### src/rtl/pc_branch_unit.sv
// Program counter and control-transfer unit for the single-cycle RV32I core.
// Resolves JAL/JALR/branches, produces link writes, traps misaligned targets and tracks a return-address stack.
module pc_branch_unit #(
  parameter int              XLEN         = 32,
  parameter logic [XLEN-1:0] RESET_VECTOR = 32'h0000_0000,
  parameter logic [XLEN-1:0] TRAP_VECTOR  = 32'h0000_0100,
  parameter int              RAS_DEPTH    = 4,
  parameter int              CNT_W        = 16
) (
  input  logic            clk,
  input  logic            reset,
  input  logic            instr_valid,
  input  logic            stall,
  input  logic [31:0]     instr,
  input  logic [XLEN-1:0] rs1_data,
  input  logic [XLEN-1:0] rs2_data,
  output logic [XLEN-1:0] pc,
  output logic [XLEN-1:0] next_pc,
  output logic            link_wr_en,
  output logic [4:0]      link_rd,
  output logic [XLEN-1:0] link_data,
  output logic            fault,
  output logic [XLEN-1:0] fault_addr,
  output logic [CNT_W-1:0] ras_hit_cnt,
  output logic [CNT_W-1:0] ras_miss_cnt
);

  localparam int PTR_W  = $clog2(RAS_DEPTH);
  localparam int RCNT_W = $clog2(RAS_DEPTH + 1);

  localparam logic [XLEN-1:0]   FOUR     = XLEN'(4);
  localparam logic [XLEN-1:0]   LSB_MASK = ~XLEN'(1);
  localparam logic [PTR_W-1:0]  PTR_ONE  = PTR_W'(1);
  localparam logic [RCNT_W-1:0] RCNT_ONE = RCNT_W'(1);
  localparam logic [RCNT_W-1:0] RAS_FULL = RCNT_W'(RAS_DEPTH);
  localparam logic [CNT_W-1:0]  CNT_ONE  = CNT_W'(1);
  localparam logic [CNT_W-1:0]  CNT_MAX  = {CNT_W{1'b1}};

  localparam logic [6:0] OP_JAL    = 7'b1101111;
  localparam logic [6:0] OP_JALR   = 7'b1100111;
  localparam logic [6:0] OP_BRANCH = 7'b1100011;

  logic [6:0]      opcode;
  logic [2:0]      funct3;
  logic [4:0]      rd;
  logic [4:0]      rs1_idx;
  logic [XLEN-1:0] imm_i;
  logic [XLEN-1:0] imm_b;
  logic [XLEN-1:0] imm_j;

  assign opcode  = instr[6:0];
  assign funct3  = instr[14:12];
  assign rd      = instr[11:7];
  assign rs1_idx = instr[19:15];

  assign imm_i = {{(XLEN-12){instr[31]}}, instr[31:20]};
  assign imm_b = {{(XLEN-13){instr[31]}}, instr[31], instr[7], instr[30:25], instr[11:8], 1'b0};
  assign imm_j = {{(XLEN-21){instr[31]}}, instr[31], instr[19:12], instr[20], instr[30:21], 1'b0};

  logic is_jal;
  logic is_jalr;
  logic is_branch;

  // BRANCH with funct3 010/011 is not a real encoding and falls through as sequential.
  assign is_jal    = (opcode == OP_JAL);
  assign is_jalr   = (opcode == OP_JALR) && (funct3 == 3'b000);
  assign is_branch = (opcode == OP_BRANCH) && (funct3 != 3'b010) && (funct3 != 3'b011);

  logic br_eq;
  logic br_lt;
  logic br_ltu;
  logic branch_cond;

  assign br_eq  = (rs1_data == rs2_data);
  assign br_lt  = ($signed(rs1_data) < $signed(rs2_data));
  assign br_ltu = (rs1_data < rs2_data);

  always_comb begin
    branch_cond = 1'b0;
    case (funct3)
      3'b000:  branch_cond = br_eq;
      3'b001:  branch_cond = !br_eq;
      3'b100:  branch_cond = br_lt;
      3'b101:  branch_cond = !br_lt;
      3'b110:  branch_cond = br_ltu;
      3'b111:  branch_cond = !br_ltu;
      default: branch_cond = 1'b0;
    endcase
  end

  logic [XLEN-1:0] pc_plus4;
  logic [XLEN-1:0] jalr_target;
  logic [XLEN-1:0] target;
  logic            taken;
  logic            misaligned;
  logic            adv;

  assign pc_plus4    = pc + FOUR;
  assign jalr_target = (rs1_data + imm_i) & LSB_MASK;

  // target defaults to the fall-through address so not-taken cases share the same mux leg.
  always_comb begin
    taken  = 1'b0;
    target = pc_plus4;
    if (is_jal) begin
      taken  = 1'b1;
      target = pc + imm_j;
    end else if (is_jalr) begin
      taken  = 1'b1;
      target = jalr_target;
    end else if (is_branch && branch_cond) begin
      taken  = 1'b1;
      target = pc + imm_b;
    end
  end

  assign misaligned = taken && (target[1:0] != 2'b00);
  assign adv        = instr_valid && !stall && !reset;

  always_comb begin
    if (reset) begin
      next_pc = RESET_VECTOR;
    end else if (!adv) begin
      next_pc = pc;
    end else if (misaligned) begin
      next_pc = TRAP_VECTOR;
    end else begin
      next_pc = target;
    end
  end

  assign fault      = adv && misaligned;
  assign fault_addr = target;
  assign link_rd    = rd;
  assign link_data  = pc_plus4;
  assign link_wr_en = adv && (is_jal || is_jalr) && !misaligned && (rd != 5'd0);

  always_ff @(posedge clk) begin
    if (reset) begin
      pc <= RESET_VECTOR;
    end else begin
      pc <= next_pc;
    end
  end

  logic            rd_link;
  logic            rs1_link;
  logic            ras_ok;
  logic            do_push;
  logic            do_pop;

  assign rd_link  = (rd == 5'd1) || (rd == 5'd5);
  assign rs1_link = (rs1_idx == 5'd1) || (rs1_idx == 5'd5);
  assign ras_ok   = adv && !misaligned;

  // Every linking JAL/JALR pushes; a JALR pops when rs1 is a link register unless rd names the same one.
  assign do_push = ras_ok && (is_jal || is_jalr) && rd_link;
  assign do_pop  = ras_ok && is_jalr && rs1_link && (!rd_link || (rd != rs1_idx));

  logic [XLEN-1:0]   ras_mem [RAS_DEPTH];
  logic [PTR_W-1:0]  ras_ptr;
  logic [RCNT_W-1:0] ras_count;
  logic [XLEN-1:0]   ras_top;
  logic              ras_empty;
  logic              pop_hit;

  assign ras_top   = ras_mem[ras_ptr - PTR_ONE];
  assign ras_empty = (ras_count == '0);
  assign pop_hit   = (ras_top == jalr_target);

  logic [PTR_W-1:0]  ptr_after_pop;
  logic [RCNT_W-1:0] count_after_pop;
  logic [PTR_W-1:0]  ptr_nxt;
  logic [RCNT_W-1:0] count_nxt;
  logic              ras_wr;
  logic [PTR_W-1:0]  ras_wr_idx;
  logic              hit_inc;
  logic              miss_inc;

  // A pop-then-push rewrites the slot just vacated, so the top is replaced and the depth is unchanged.
  always_comb begin
    ptr_after_pop   = ras_ptr;
    count_after_pop = ras_count;
    if (do_pop && !ras_empty) begin
      ptr_after_pop   = ras_ptr - PTR_ONE;
      count_after_pop = ras_count - RCNT_ONE;
    end
    ptr_nxt    = ptr_after_pop;
    count_nxt  = count_after_pop;
    ras_wr     = 1'b0;
    ras_wr_idx = ptr_after_pop;
    if (do_push) begin
      ras_wr    = 1'b1;
      ptr_nxt   = ptr_after_pop + PTR_ONE;
      count_nxt = (count_after_pop == RAS_FULL) ? RAS_FULL : count_after_pop + RCNT_ONE;
    end
  end

  assign hit_inc  = do_pop && !ras_empty && pop_hit;
  assign miss_inc = do_pop && (ras_empty || !pop_hit);

  always_ff @(posedge clk) begin
    if (ras_wr) begin
      ras_mem[ras_wr_idx] <= pc_plus4;
    end
  end

  always_ff @(posedge clk) begin
    if (reset) begin
      ras_ptr      <= '0;
      ras_count    <= '0;
      ras_hit_cnt  <= '0;
      ras_miss_cnt <= '0;
    end else begin
      ras_ptr   <= ptr_nxt;
      ras_count <= count_nxt;
      if (hit_inc && (ras_hit_cnt != CNT_MAX)) begin
        ras_hit_cnt <= ras_hit_cnt + CNT_ONE;
      end
      if (miss_inc && (ras_miss_cnt != CNT_MAX)) begin
        ras_miss_cnt <= ras_miss_cnt + CNT_ONE;
      end
    end
  end

endmodule
### config.mk
export PLATFORM = sky130hd
export DESIGN_NAME = pc_branch_unit
export DESIGN_NICKNAME = d
export VERILOG_FILES = /design/src/rtl/pc_branch_unit.sv
export SDC_FILE = /design/constraint.sdc
export NUM_CORES = 1
export LEC_CHECK = 0
export ABC_AREA = 0
export BUFFER_PORTS_ARGS = -buffer_cell sky130_fd_sc_hd__buf_2
export CAP_MARGIN = 20
export CORE_MARGIN = 3
export CORE_UTILIZATION = 58
export DETAILED_ROUTE_END_ITERATION = 16
export PLACE_DENSITY = 0.9
export SYNTH_ARGS = -nofsm -noshare
export SYNTH_HDL_FRONTEND = slang
export SYNTH_SLANG_ARGS = --single-unit
### constraint.sdc
create_clock -name clk -period 8.7 [get_ports clk]
set_input_delay 1.74 -clock clk [delete_from_list [all_inputs] [get_ports clk]]
set_output_delay 1.74 -clock clk [all_outputs]
set_load 0.05 [all_outputs]
Word-level counts from Yosys, hierarchy flattened --
Memories as Yosys holds them, arrays and structs flattened. Cells that the tools add are included.
Storage, ports and cells: register bits 69, memory bits (writable) 128, input bits 100, output and inout port bits 167, word-level logic and storage cells 96, memories kept 1
Memories:
- ras_mem | depth 4, width 32, read ports 1, clocked after memory_dff 0, wr ports 1, line 160 | logic [XLEN-1:0] ras_mem [RAS_DEPTH];
Cells by class: add/sub/neg operators 10, magnitude comparators 2, equality and inequality tests 20, muxes and demuxes 18, reduce and logical (&&, ||, !) cells 40
Operators with widths (count):
- 2-to-1 mux 32 bit | 6
- adder 32 bit | 3
- equality test 32 bit | 2
- < comparator 32 bit | 2
- adder 16 x 1 -> 16 bit, second input constant | 2
- adder 32 x 3 -> 32 bit, second input constant | 1
- inequality test 16 bit, second input constant | 2
- logical AND 1 bit | 22
- equality test 7 bit, second input constant | 3
- equality test 3 bit, second input constant | 5
- equality test 5 x 1 -> 1 bit, second input constant | 2
- equality test 5 x 3 -> 1 bit, second input constant | 2
- zero test 1 bit | 9
- 2-to-1 mux 3 bit | 3
- zero test 3 bit | 2
- 2-to-1 mux 1 bit | 6
- inequality test 3 x 2 -> 1 bit, second input constant | 2
- one-hot mux 1 bit (6 select lines) | 1
- logical OR 1 bit | 5
- inequality test 5 bit | 1
- nonzero test 5 bit | 1
- 2-to-1 mux 2 bit | 2
- adder 3 x 1 -> 3 bit, second input constant | 1
- equality test 3 x 1 -> 1 bit, second input constant | 1
- 4 further kinds | 4

Longest topological paths before layout --
depth in word-level cells 19, depth in mapped cells 16, mapped depth without buffers 14

Worst setup path before layout --
No wires, ideal clock.
kind input to output, start point input port rs2_data[23], end point output port next_pc[9], arrival time 6.591 ns, data required time 6.960 ns, setup slack 0.369 ns, stages 15, cells stage by stage inv_1 ha_1 nand4_1 nor4_1 or3b_2 xor2_1 nor3_1 a21oi_1 and3_1 buf_1 buf_1 mux2i_1 o21ai_0 a22oi_1 nor2_1
On the way: elaborated cells between the ends (all ways) 19
RTL lines:
- start: declaration | line 16 | input logic [XLEN-1:0] rs2_data,
- < comparator 32 bit, or another cell as far along | line 76 | assign br_ltu = (rs1_data < rs2_data);
- zero test 1 bit, on equally long branches | line 86, 82, 84
- one-hot mux 1 bit (6 select lines) (*) | line 80 | case (funct3)
- logical AND 1 bit (*) | line 111 | end else if (is_branch && branch_cond) begin
- 2-to-1 mux 32 bit (*) | line 111
- 2-to-1 mux 32 bit (*) | line 108 | end else if (is_jalr) begin
- 2-to-1 mux 32 bit (*) | line 105 | if (is_jal) begin
- via fault_addr[9] | line 23 | output logic [XLEN-1:0] fault_addr,
- 2-to-1 mux 32 bit (*) | line 125 | end else if (misaligned) begin
- 2-to-1 mux 32 bit (*) | line 123 | end else if (!adv) begin
- 2-to-1 mux 32 bit (*) | line 121 | if (reset) begin
- end: declaration | line 18 | output logic [XLEN-1:0] next_pc,
The timed path passes the listed nets; every way through them passes the cells marked *.

Final worst setup path --
start point input port rs1_data[31], end point output port link_wr_en
On the way: word-level cells in the longest chain between the ends 12, elaborated cells between the ends (all ways) 19
RTL lines:
- start: declaration | line 15 | input logic [XLEN-1:0] rs1_data,
- < comparator 32 bit, or another cell as far along | line 76
- zero test 1 bit, on equally long branches | line 86, 82, 84
- one-hot mux 1 bit (6 select lines) (*) | line 80
- logical AND 1 bit (*) | line 111
- 2-to-1 mux 32 bit | line 111
- 2-to-1 mux 32 bit | line 108
- 2-to-1 mux 32 bit | line 105
- nonzero test 2 bit | line 117 | assign misaligned = taken && (target[1:0] != 2'b00);
- logical AND 1 bit (*) | line 117
- zero test 1 bit (*) | line 136 | assign link_wr_en = adv && (is_jal || is_jalr) && !misaligned && (rd != 5'd0);
- logical AND 1 bit (*) (2 in a row) | line 136
- end: declaration | line 19 | output logic link_wr_en,
Mark *: on every way between the ends. The rest lies on a longest branch, timed or not.

==> metrics.yaml <==
min_period_ns: 7.98
worstRegToRegCells: 11
yosysTopAreaCell: "edfxtp_1"
yosys.area.top_type_share_pct: 25.0
drt_iter0_drc: 1634
hp-class: "flop to flop"
synth_seq_cells: 197
cp_slowest_stage_delay_ns: 0.71
tightest_slew_ns: 1.01
grt_pass1_vias: 14000
core_area_um2: 26100
synth-edff-count: 128
layout.cells.most_common_list: "buf_2 (266), nor2_1 (143), edfxtp_1 (128)"
ctsRootBufferMaster: "clkbuf_16"
postCtsSetupBuffers: 0
path_class: "primary input to output pin"
layout.nets: 2051
p_comb_share_pct: 22.9
syn_area_um2: 15400
vias: 14700
mostFrequentLayoutCell: "buf_2"
grt_use_total_pct: 34.9
cts_repair_resize_count: 0
grt_max_degree: 40
place.gp.congestion: 1.04
synth-async-reset-ratio_pct: 0
r2r_slack_ns: 3.95
first_pass_iters: 5
cp_common_cell: "buf_2"
critPathLaunchType: "primary input"
ant_nets: 0
p_int_mw: 1.57
finalSetupViolCount: 0
rows: 59
min_to: "ras_hit_cnt[5]"
crit_slowest_cell: "o21ai_0"
grt_overflow: 0
clk_pin_slew_ns: 0.09
htree_levels: 4
skew_ns: 0.0176
synth_cells: 1616
pwr-share-clk_pct: 34.7
ios: 267
syn-num-nets: 1829
fmax_mhz: 125
insertion_delay_ns: 0.44
grt_first_pass_wirelength_um: 78700
hold_ws_ns: 0.504
p_seq_share_pct: 42.4
synth_ff_type: "edfxtp_1"
fin_crit_sh_pct: 91.8
leakagePower_nw: 7.74
hp-start: "ras_hit_cnt[5]"
switching_power_mw: 0.778
antenna_found_initial: 3
die_y_um: 169
port-buffer-count: 266
post-dp-hpwl_um: 38900
clock_sinks: 197
switching_share_pct: 33.1
wl_per_cell_um: 23.2
yosysUniqueCellTypes: 97
yosys_warnings: 0
maxCapViolations: 0
status: "complete, no violations"
hold_buffers: 0
routed_wl_um: 50800
post-place-ws_ns: 0.864
hold_violations: 0
ir_worst_vdd_uv: 136
avgSynthCellArea_um2: 9.53
cts_buffer_depth: 2
drive_gt1_share_pct: 21.4
min_path_cells: 2
drc: 0
crit_chain: "buf_2 -> ha_1 -> nand4_1 -> nor4_1 -> or3b_2 -> xor2_1 -> nor3_1 -> a21oi_1 -> a31oi_1 -> o21ai_0 -> nand2_1 -> a211oi_1 -> buf_2"
start_util_pct: 59.1
cts_made_buffers: 17
cts_tree: "done"
r2r-end: "ras_hit_cnt[14]"
path_max_fanout: 5
rsz0062_at_grt: "no"
seq_area_frac_synth_pct: 33.9
worst_slack_ns: 0.717
syn_to_final_growth_pct: 13.9
slew_headroom_pct: 32.9
die_w_um: 169
slew_viol_final: 0
worstReg2RegStart: "ras_ptr[0]"
p_per_area_nw_per_um2: 134
required_ns: 6.96
crit_arrival_ns: 6.24
via_per_inst: 6.72
yosys-top-cells-area: "edfxtp_1 (25%), dfxtp_1 (9.0%), ha_1 (8.9%)"
tns_ns: 0
endpoint_kind: "output pin"
die-area_um2: 28500
## registers in the layout, indices dropped and copies added, names as in the netlist
name,flops
ras_miss_cnt,16
ras_ptr,2
ras_count,3
ras_hit_cnt,16
pc,32
ras_mem,128
## worst max path at each step
stage / startpoint / endpoint / depth (start not counted)
global route: rs1_data[31] / link_wr_en / 13
floorplan: rs2_data[23] / next_pc[9] / 15
detailed placement: rs1_data[31] / link_wr_en / 13
CTS: rs1_data[31] / link_wr_en / 13
global placement: rs1_data[31] / link_wr_en / 13
finish: rs1_data[31] / link_wr_en / 13
## layer usage
metal	vias up	track usage, %	wire, µm
li1	6567	-	-
met1	6961	46.9	19600
met2	1002	55.1	22900
met3	167	9.22	6320
met4	2	12.1	1970
met5	-	0	13
## power by group through the flow
stage	clock, mW	combinational [mW]	sequential, mW
5_1_grt	0.848	0.576	0.997
4_1_cts	0.816	0.525	0.996
3_5_place_dp	0	0.520	1.02
6_report	0.814	0.537	0.997
2_1_floorplan	0	0.364	1.02
3_3_place_gp	0	0.507	1.02
## logic make-up after synthesis
group / count (synthesis) / synth area share [%]
adders and majority gates: 113 / 9.33
and+or+nand+nor: 491 / 16.1
xor gates and xnor gates: 148 / 9.33
AOI/OAI and AO/OA: 458 / 20.8
DFF: 197 / 33.9
buffers and inverters: 155 / 4.46
muxes: 54 / 6.05
## stage by stage
stage          total power, mW  cells  util [%]  instance area, µm²
4_1_cts                   2.34   2186      67.3               17500
5_1_grt                   2.42   2188      67.3               17500
6_report                  2.35   2188      67.3               17500
3_3_place_gp              1.52   2154      65.0               16900
2_1_floorplan             1.39   1616         -               15400
3_5_place_dp              1.54   2154      65.0               16900
## critical path, delay by kind of cell
family          cells  cell delay (ns)
xor+xnor            1             0.29
fa+ha+maj           1             0.39
simple gates        5             1.95
buf+inv             2             0.44
compound gates      4             1.41
## synth_stat cells (all sizes together) (6+ instances only)
cell / n
edfxtp: 128
a211oi: 15
xnor3: 8
inv: 69
a22o: 13
buf: 29
clkbuf: 55
a21oi: 117
o21bai: 15
o211ai: 11
nand3: 52
xnor2: 90
or2: 9
o21ai: 66
or3: 20
nand2: 93
and3: 23
ha: 110
a32o: 18
nor2b: 10
a211o: 9
nand2b: 6
mux4: 31
o221ai: 8
and2: 13
a21o: 63
mux2i: 21
nor3: 44
a31oi: 9
and4: 7
dfxtp: 69
xor2: 49
nor4: 12
a22oi: 31
o31ai: 17
o21a: 16
or4: 12
nand4: 33
nor2: 145
## final cells by class
type	instances	area, µm²
diodes	2	5.00
clock buffers	18	429
clock inverters	14	170
fillers	2003	8530
inverters	71	267
multi-input cells	1264	9530
flip-flops and latches	197	5230
well taps	335	419
repair buffers	287	1490
No activity file was read; power rests on OpenSTA's default activity.
